**src/rtl/vga_timing_pkg.sv**
```systemverilog
// Shared XGA (1024x768 @ 60 Hz) timing constants for the timing generator and draw stages.
// Totals are derived here so every consumer agrees on the frame geometry.
package vga_timing_pkg;

  localparam int CNT_W = 11;

  localparam int XGA_H_VISIBLE = 1024;
  localparam int XGA_H_FRONT   = 24;
  localparam int XGA_H_SYNC    = 136;
  localparam int XGA_H_BACK    = 160;
  localparam int XGA_V_VISIBLE = 768;
  localparam int XGA_V_FRONT   = 3;
  localparam int XGA_V_SYNC    = 6;
  localparam int XGA_V_BACK    = 29;

  localparam int XGA_H_TOTAL = XGA_H_VISIBLE + XGA_H_FRONT + XGA_H_SYNC + XGA_H_BACK;
  localparam int XGA_V_TOTAL = XGA_V_VISIBLE + XGA_V_FRONT + XGA_V_SYNC + XGA_V_BACK;

endpackage

```
**src/rtl/vga_timing.sv**
```systemverilog
// VGA raster timing generator: pixel/line counters with sync, blanking and frame-start flags.
// All outputs are registered and derived from the next-count values, so they describe the same pixel.
module vga_timing
  import vga_timing_pkg::*;
#(
  parameter int H_VISIBLE = XGA_H_VISIBLE,
  parameter int H_FRONT   = XGA_H_FRONT,
  parameter int H_SYNC    = XGA_H_SYNC,
  parameter int H_BACK    = XGA_H_BACK,
  parameter int V_VISIBLE = XGA_V_VISIBLE,
  parameter int V_FRONT   = XGA_V_FRONT,
  parameter int V_SYNC    = XGA_V_SYNC,
  parameter int V_BACK    = XGA_V_BACK
) (
  input  logic             pclk,
  input  logic             rst,
  output logic [CNT_W-1:0] hcount_out,
  output logic [CNT_W-1:0] vcount_out,
  output logic             hsync_out,
  output logic             hblnk_out,
  output logic             vsync_out,
  output logic             vblnk_out,
  output logic             frame_start
);

  localparam logic [CNT_W-1:0] H_LAST   = CNT_W'(H_VISIBLE + H_FRONT + H_SYNC + H_BACK - 1);
  localparam logic [CNT_W-1:0] V_LAST   = CNT_W'(V_VISIBLE + V_FRONT + V_SYNC + V_BACK - 1);
  localparam logic [CNT_W-1:0] H_VIS    = CNT_W'(H_VISIBLE);
  localparam logic [CNT_W-1:0] V_VIS    = CNT_W'(V_VISIBLE);
  localparam logic [CNT_W-1:0] HS_BEGIN = CNT_W'(H_VISIBLE + H_FRONT);
  localparam logic [CNT_W-1:0] HS_END   = CNT_W'(H_VISIBLE + H_FRONT + H_SYNC - 1);
  localparam logic [CNT_W-1:0] VS_BEGIN = CNT_W'(V_VISIBLE + V_FRONT);
  localparam logic [CNT_W-1:0] VS_END   = CNT_W'(V_VISIBLE + V_FRONT + V_SYNC - 1);

  logic [CNT_W-1:0] h_nxt;
  logic [CNT_W-1:0] v_nxt;
  logic             hsync_nxt;
  logic             hblnk_nxt;
  logic             vsync_nxt;
  logic             vblnk_nxt;
  logic             frame_start_nxt;

  always_comb begin
    h_nxt           = hcount_out + CNT_W'(1);
    v_nxt           = vcount_out;
    frame_start_nxt = 1'b0;
    if (hcount_out == H_LAST) begin
      h_nxt = '0;
      if (vcount_out == V_LAST) begin
        v_nxt           = '0;
        frame_start_nxt = 1'b1;
      end else begin
        v_nxt = vcount_out + CNT_W'(1);
      end
    end
    // Flags follow the next counts so they land in the same cycle as the counts they describe.
    hblnk_nxt = (h_nxt >= H_VIS);
    hsync_nxt = (h_nxt >= HS_BEGIN) && (h_nxt <= HS_END);
    vblnk_nxt = (v_nxt >= V_VIS);
    vsync_nxt = (v_nxt >= VS_BEGIN) && (v_nxt <= VS_END);
  end

  always_ff @(posedge pclk or posedge rst) begin
    if (rst) begin
      hcount_out  <= '0;
      vcount_out  <= '0;
      hsync_out   <= 1'b0;
      hblnk_out   <= 1'b0;
      vsync_out   <= 1'b0;
      vblnk_out   <= 1'b0;
      frame_start <= 1'b0;
    end else begin
      hcount_out  <= h_nxt;
      vcount_out  <= v_nxt;
      hsync_out   <= hsync_nxt;
      hblnk_out   <= hblnk_nxt;
      vsync_out   <= vsync_nxt;
      vblnk_out   <= vblnk_nxt;
      frame_start <= frame_start_nxt;
    end
  end

endmodule

```
**config.mk**
```make
export PLATFORM = sky130hd
export DESIGN_NAME = vga_timing
export DESIGN_NICKNAME = d
export VERILOG_FILES = /design/src/rtl/vga_timing_pkg.sv /design/src/rtl/vga_timing.sv
export SDC_FILE = /design/constraint.sdc
export NUM_CORES = 1
export LEC_CHECK = 0
export ABC_AREA = 1
export CAP_MARGIN = 30
export CORE_MARGIN = 10
export CORE_UTILIZATION = 50
export CTS_CLUSTER_SIZE = 16
export DETAILED_ROUTE_END_ITERATION = 8
export DONT_BUFFER_PORTS = 1
export GPL_ROUTABILITY_DRIVEN = 1
export SLEW_MARGIN = 40
export SYNTH_ARGS = -nofsm -noshare
export SYNTH_HDL_FRONTEND = slang
export SYNTH_SLANG_ARGS = --single-unit
export TNS_END_PERCENT = 1
```
**constraint.sdc**
```tcl
create_clock -name pclk -period 3.5 [get_ports pclk]
set_clock_uncertainty 0.2 [all_clocks]
set_input_delay 0.175 -clock pclk [delete_from_list [all_inputs] [get_ports pclk]]
set_output_delay 0.175 -clock pclk [all_outputs]
set_load 0.02 [all_outputs]
```
==> results of run 1 <==
==> report_power, final <==
part	switching, W	internal (W)
sequential	0	0.000312
combinational	0.00000595	0.000000858
clock	0.0000958	0.0000429
==> final timing paths <==
kind,startpoint,end,slack (ps),cells after the start
worst max-delay path,hcount_out[0],vsync_out,1210,12
worst min-delay path,rst,hcount_out[3],130,2
worst max register to register,hcount_out[0],vsync_out,1210,12
worst min register to register,hcount_out[0],hcount_out[0],500,1
max in group asynchronous,rst,vcount_out[2],2600,2
min in group pclk,hcount_out[0],hcount_out[0],500,1
==> worst reg2reg max path: stages (launching register included) <==
cell and delay, ps:
dfrtp_1 590, ha_1 300, nand2_2 90, nor2_4 140
nand4_1 270, nand2_1 130, nand2_1 90, nor2_1 90
nand2_1 90, nand2_1 70, clkinv_1 50, nand2_1 60
nor2_2 30
==> sequential cells by signal, indices dropped and copies added, names as in the netlist <==
name / count
hcount_out: 11
vcount_out: 11
frame_start: 1
hblnk_out: 1
hsync_out: 1
vblnk_out: 1
vsync_out: 1
==> repair_timing <==
action,4_1_cts,5_1_grt
endpoints found under the hold margin,27,0
setup endpoints to repair,0,0
hold buffers,1,0
==> cell type report <==
cell class                 count  area (µm²)  area share
multi-input combinational    156       809.5      0.4695
sequential                    27       675.6      0.3919
inverter                      39       146.4     0.08491
tap                           44       55.05     0.03193
clock buffer                   3       22.52     0.01306
timing repair buffer           1       10.01    0.005806
clock inverter                 1       5.005    0.002903
==> metal layers <==
metal	vias to the layer above	wire, µm
met5	-	0
met4	0	37
met3	4	368
met2	40	1727
met1	621	1691
li1	692	-
==> cells in the final DEF (no fill, tap or decap), types with 4 or more instances in the layout <==
| cell | count |
|---|---|
| dfrtp_1 | 27 |
| ha_1 | 4 |
| inv_1 | 36 |
| nand2_1 | 63 |
| nand2_2 | 5 |
| nand3_1 | 22 |
| nand4_1 | 6 |
| nor2_1 | 29 |
| nor2_2 | 5 |
| xor2_1 | 6 |
==> logic make-up (layout without fill, tap and decap cells) <==
group                    count (synthesis)  after routing  share of synthesized area
XOR/XNOR                                 7              7                    0.03758
flip-flops                              27             27                     0.4141
adder cells (fa/ha/maj)                  4              4                    0.03068
AND/OR/NAND/NOR                        139            139                     0.4041
buffers and inverters                   39             44                    0.08972
AO/OA/AOI/OAI                            6              6                    0.02377
==> metrics by stage <==
| stage | total power [W] | setup WS, ps | instances | area (µm²) |
|---|---|---|---|---|
| after floorplan | 0.0003225 | 1509 | 222 | 1632 |
| after global placement | 0.0003239 | 1238 | 266 | 1687 |
| after detailed placement | 0.0003243 | 1254 | 266 | 1687 |
| after CTS | 0.0004631 | 1207 | 271 | 1724 |
| after global routing | 0.0004795 | 981.8 | 271 | 1724 |
| final | 0.0004576 | 1206 | 271 | 1724 |
==> results list, run 1 <==
- Summed over all layers, the routed wires come to 3824 µm.
- In the global route stage, met1 resource usage came out at 0.1656.
- Final weighted congestion in routability-driven placement: 0.9005
- MaxCap Viol Count: 0
* Number of global-route vias before repair: 1341
* # nets final: 234
- The first global-routing pass estimated 6417 µm of wire.
* Final hold slack: 126.8 ps
- Cell family contributing the most delay on the critical path: simple AND/OR/NAND/NOR gates
- Setup violations remaining at the end of the flow were counted as 0.
* Via-per-instance ratio: 5.007
- Fraction of the cycle the final worst path needs: 0.6554
* Die X: 77.13 µm
- Of the post-synthesis cell area, the dominant cell type holds 0.4141.
* Layout cells sized above 1: 0.1057
- Worst rel slew slack: 0.6312
- Category of the critical setup timing path: register to register
* Diodes inserted: 0
* Clock tree from TritonCTS: done
- Input and output buffers added on the ports amount to 0.
- Cell accounting for the most synthesized area: dfrtp_1
* Most instantiated library cell after synthesis: nand2_1
- Leakage power summed over all cells: 0.9448 nW
* H-tree level count: 1
* Actual slew at the worst max-slew pin: 552.3 ps
* Routed Antenna Nets: 0
- Maximum single-stage delay on the critical path: 590 ps
- Total negative slack for setup checks: 0 ps
- For met3 alone, demand over resource in global routing was 0.05128.
* Buffer cell driving the clock tree root: clkbuf_4
* Yosys synthesis warning count: 0
* Maximum number of pins on one net before global-route repair: 28
- Row generation in the floorplan step produced 20 rows.
- Core Area: 3078 µm²
- Mapped Area: 1632 µm²
- After synthesis, the most frequently instantiated cells are 63 x nand2_1, 37 x inv_1, 29 x nor2_1.
* Post-synthesis async set-or-reset flop share: 1.000
- Counting the fill cells in the layout gives 306.
- Die height: 77.13 µm
* Setup repair after global routing missed its margin: false
- Flip-flop and latch count after synthesis: 27
- After clock tree synthesis, the repair step resized 0 gates.
- STA classifies the critical path startpoint as a register.
* Clock slew at reported path FFs: 150 ps
- First-pass DRT Iterations: 4
- Count of pins over their slew limit: 0
- The number of nets in the synthesized netlist is 228.
- Met2 Use GR: 0.1948
* Post-synthesis cell type count: 24
- By instance count, the cell type seen most on the critical path is nand2_1.
- From synthesis to final layout, the design area changed by 5.675%.
- Detailed placement finished with a half-perimeter wire length of 2989 µm.
- Post-synth EDFFs: 0
* Run status: complete, no violations
- Ranking of synthesized cells by area: dfrtp_1 41%, nand2_1 14%, inv_1 8.5%, nand3_1 6.7%, nor2_1 6.7%
- Kind of capture point of the worst setup path: register
* Vias after detailed routing: 1357
* Worst min-delay path class: input port to asynchronous set/reset pin
* Layer with the highest usage: met2
- The initial antenna violation count came to 0.
- Drt first-iter violations: 100
* Clock buffers created by TritonCTS: 3
- Arrival time at the worst endpoint: 2330 ps
* Total count of hold-check failures in the final report: 0
* Global-route congestion overflow total: 0
* Slowest CP cell: dfrtp_1
- Post-CTS setup-driven buffer insertion count: 0
* Gate Count Post-Synth: 222
* TritonCTS Sinks: 27
* Buffer depth of the longest clock path: 2
* Total die area: 5948 µm²
- Number of placed I/O pins: 29
* Clk Latency, worst-skew pair: 330 ps
- Main synth FF type: dfrtp_1
- DRC violations left: 0
- Dividing total power by cell area gives a power density of 265.4 nW/µm².
- In the final routed layout, each cell accounts on average for 14.11 µm.
- Core Util, Final: 0.5602
- Maximum ir drop on the vdd rail: 0.0001126 V
- The number of buffers and inverters on the critical path is 1.
- Share of the yosys chip area belonging to registers: 0.4141
- Post-synthesis area per instance: 7.349 µm²
- Combined global-route utilization of all metal layers: 0.1305
- For this configuration, the core starts out at a cell density of 0.5301.
* Maximum net fanout on the critical path: 7
- Derived from the worst setup path, the maximum achievable clock frequency is 435.9 MHz.
- Period minus WS final: 2294 ps
- Required time at the endpoint of the critical path: 3530 ps
- The critical path goes through ha_1, nand2_2, nor2_4, nand4_1, nand2_1, nand2_1, nor2_1, nand2_1, nand2_1, clkinv_1, nand2_1, nor2_2.
Note: power is estimated with default switching activity, not from simulation.
==> inputs of run 2 (changes only) <==
- PLACE_DENSITY: unset -> 0.68
- clock period: 3.5 -> 2 ns (I/O delays scaled with it)
==> run 2 against run 1 <==
Fmax is 16% higher. Clock power increased by 73%. Worst setup slack got worse by 1200 ps. Hold slack got worse by 80 ps. Combinational power grew 96%. Register-to-register slack lost 1200 ps. Sequential power grew 75%. Routed wire length is 0.84% higher. Global-route usage decreased by 0.13 points. Clock-buffer cell count stayed put. Critical endpoint unchanged. Largest cell class unchanged.
==> results list, run 2 (same netlist as run 1, synthesis figures left out) <==
- The flow ran to the end, and the final reports show no timing, DRC or antenna violations.
* Actual slew at the worst max-slew pin: 343.8 ps
- Together, buffers and inverters on the worst path number 0.
- Clock slew at reported path FFs: 150 ps
* Placement Rows: 20
- Global-route congestion overflow total: 0
- After floorplanning, the core was sized to cover 3078 µm².
* MaxCap Viol Count: 0
* H-tree level count: 1
- Synth-to-Final Area Change: 21.86%
* Achievable clock frequency: 506.6 MHz
- Cell family contributing the most delay on the critical path: simple AND/OR/NAND/NOR gates
- Initial antenna violation count: 0
* # nets final: 263
- Total die area: 5948 µm²
- STA classifies the critical path startpoint as a register.
- Combined global-route utilization of all metal layers: 0.1292
- The die is 77.13 µm wide.
- Setup slack of the critical path after layout: 26.07 ps
- The routed layout has 1455 vias.
- The number of antenna diodes in the final layout is 0.
- Detailed routing placed a total of 339 µm of wire on met3.
- Measured along the y axis, the die boundary spans 77.13 µm.
* TritonCTS Sinks: 27
- In this run the power density over the cells is 402.2 nW/µm².
* Total count of hold-check failures in the final report: 0
- Routed Antenna Nets: 0
- DRC violations left: 0
* Worst min-delay path class: input port to asynchronous set/reset pin
* Highest Signal Layer: met4
- Clock buffers created by TritonCTS: 3
- Leakage power summed over all cells: 1.125 nW
- In the final routing, the length of wire on met1 measures 1783 µm.
- Clk Latency, worst-skew pair: 320 ps
* Final weighted congestion in routability-driven placement: 0.8720
- Kind of capture point of the worst setup path: register
* Number of global-route vias before repair: 1341
* Setup slack after placement: 60.60 ps
- Clock tree synthesis selected as its root buffer the cell clkbuf_4.
- Most frequent standard cell in the layout excluding fill and tap cells: nand2_1
- Global-route wire length before repair: 6479 µm
- First-pass DRT Iterations: 4
- VDD sags by at most 0.0003719 V.
- Arrival time at the worst endpoint: 2050 ps
* Amount of wire on met2 after detailed routing: 1696 µm
- Walking the worst path, the cells encountered are ha_4, nand2_4, nor2_4, nand4_1, nand2_1, a21boi_2, nand2_1, nor2_2, nand2_2, nor2_2.
* Required time at the endpoint of the critical path: 2080 ps
- Commonest non-fill, non-tap cells in the layout: 61 x nand2_1, 37 x inv_1, 29 x buf_4
- After detailed routing, the average wire length per cell comes to 12.85 µm.
- The number of max-slew violations in the final report came to 0.
- Starting utilization of the core area: 0.5301
* Layout cells sized above 1: 0.2422
- The largest single stage delay on the critical path is 420 ps.
- The worst setup path is of the register to register kind.
- Clock tree from TritonCTS: done
- The final layout contains routed wiring with a total length of 3856 µm.
- Maximum net fanout on the critical path: 5
* Slowest CP cell: dfrtp_1
- Final hold analysis gives a worst-case slack of 46.71 ps.
- The detailed router finished its first iteration with 87 violations.
* Count of input and output buffers: 0
* Via-per-instance ratio: 4.850
* Number of placed I/O pins: 29
* Number of setup violations in the final report: 0
- Setup repair after global routing could not meet its margin everywhere.
* Period minus WS final: 1974 ps
* Maximum number of pins on one net before global-route repair: 28
* Total half-perimeter wirelength after legalization and detailed placement: 2932 µm
* Top flop regs: hcount_out (11), vcount_out (11)
- Fraction of the cycle the final worst path needs: 0.9870
- Buffer depth of the longest clock path: 2
- Worst rel slew slack: 0.7708
-- run 2: what timing repair did --
item / 4_1_cts / 5_1_grt
resized for setup: 0 / 12
hold endpoints to repair: 27 / 0
setup endpoints to repair: 0 / 3
hold buffers: 1 / 0
setup buffers: 0 / 5
-- run 2: report_power, final --
group	switching, W	internal, W
clock network	0.000165	0.0000750
registers	0	0.000546
logic	0.0000106	0.00000274
-- run 2: layout make-up --
| type | count | area [µm²] |
|---|---|---|
| clock buffer | 3 | 22.52 |
| clock inverter | 1 | 5.005 |
| fill | 294 | 1090 |
| inverter | 39 | 146.4 |
| multi-input combinational | 156 | 855.8 |
| sequential | 27 | 675.6 |
| tap | 44 | 55.05 |
| timing repair buffer | 30 | 227.7 |
-- run 2: worst min-delay path: stages --
cell	delay, ps
dlygate4sd3_1	530
inv_1	50
buf_4	310
-- run 2: worst paths after layout --
path | from | cells past startpoint | to | slack, ps
max reg2reg | hcount_out[1] | 10 | vsync_out | 30
min in group pclk | hcount_out[9] | 2 | hcount_out[9] | 440
max | hcount_out[1] | 10 | vsync_out | 30
min reg2reg | hcount_out[9] | 2 | hcount_out[9] | 440
max in group asynchronous | rst | 3 | hcount_out[8] | 1290
min | rst | 3 | vcount_out[2] | 50
-- run 2: per-layer routing --
layer | vias to the layer above | global-route usage
li1 | 750 | -
met4 | 0 | 0.02737
met1 | 663 | 0.1689
met3 | 4 | 0.04312
met5 | - | 0
met2 | 38 | 0.2007
-- run 2: through the flow --
stage | power, W | setup TNS, ps | cells | util | area [µm²]
after floorplan | 0.0005643 | 0 | 222 | - | 1632
after global placement | 0.0005688 | 0 | 290 | 0.6065 | 1867
after detailed placement | 0.0005691 | 0 | 290 | 0.6065 | 1867
after CTS | 0.0008138 | 0 | 295 | 0.6187 | 1904
after global routing | 0.0008317 | -160.9 | 300 | 0.6459 | 1988
final | 0.0007996 | 0 | 300 | 0.6459 | 1988
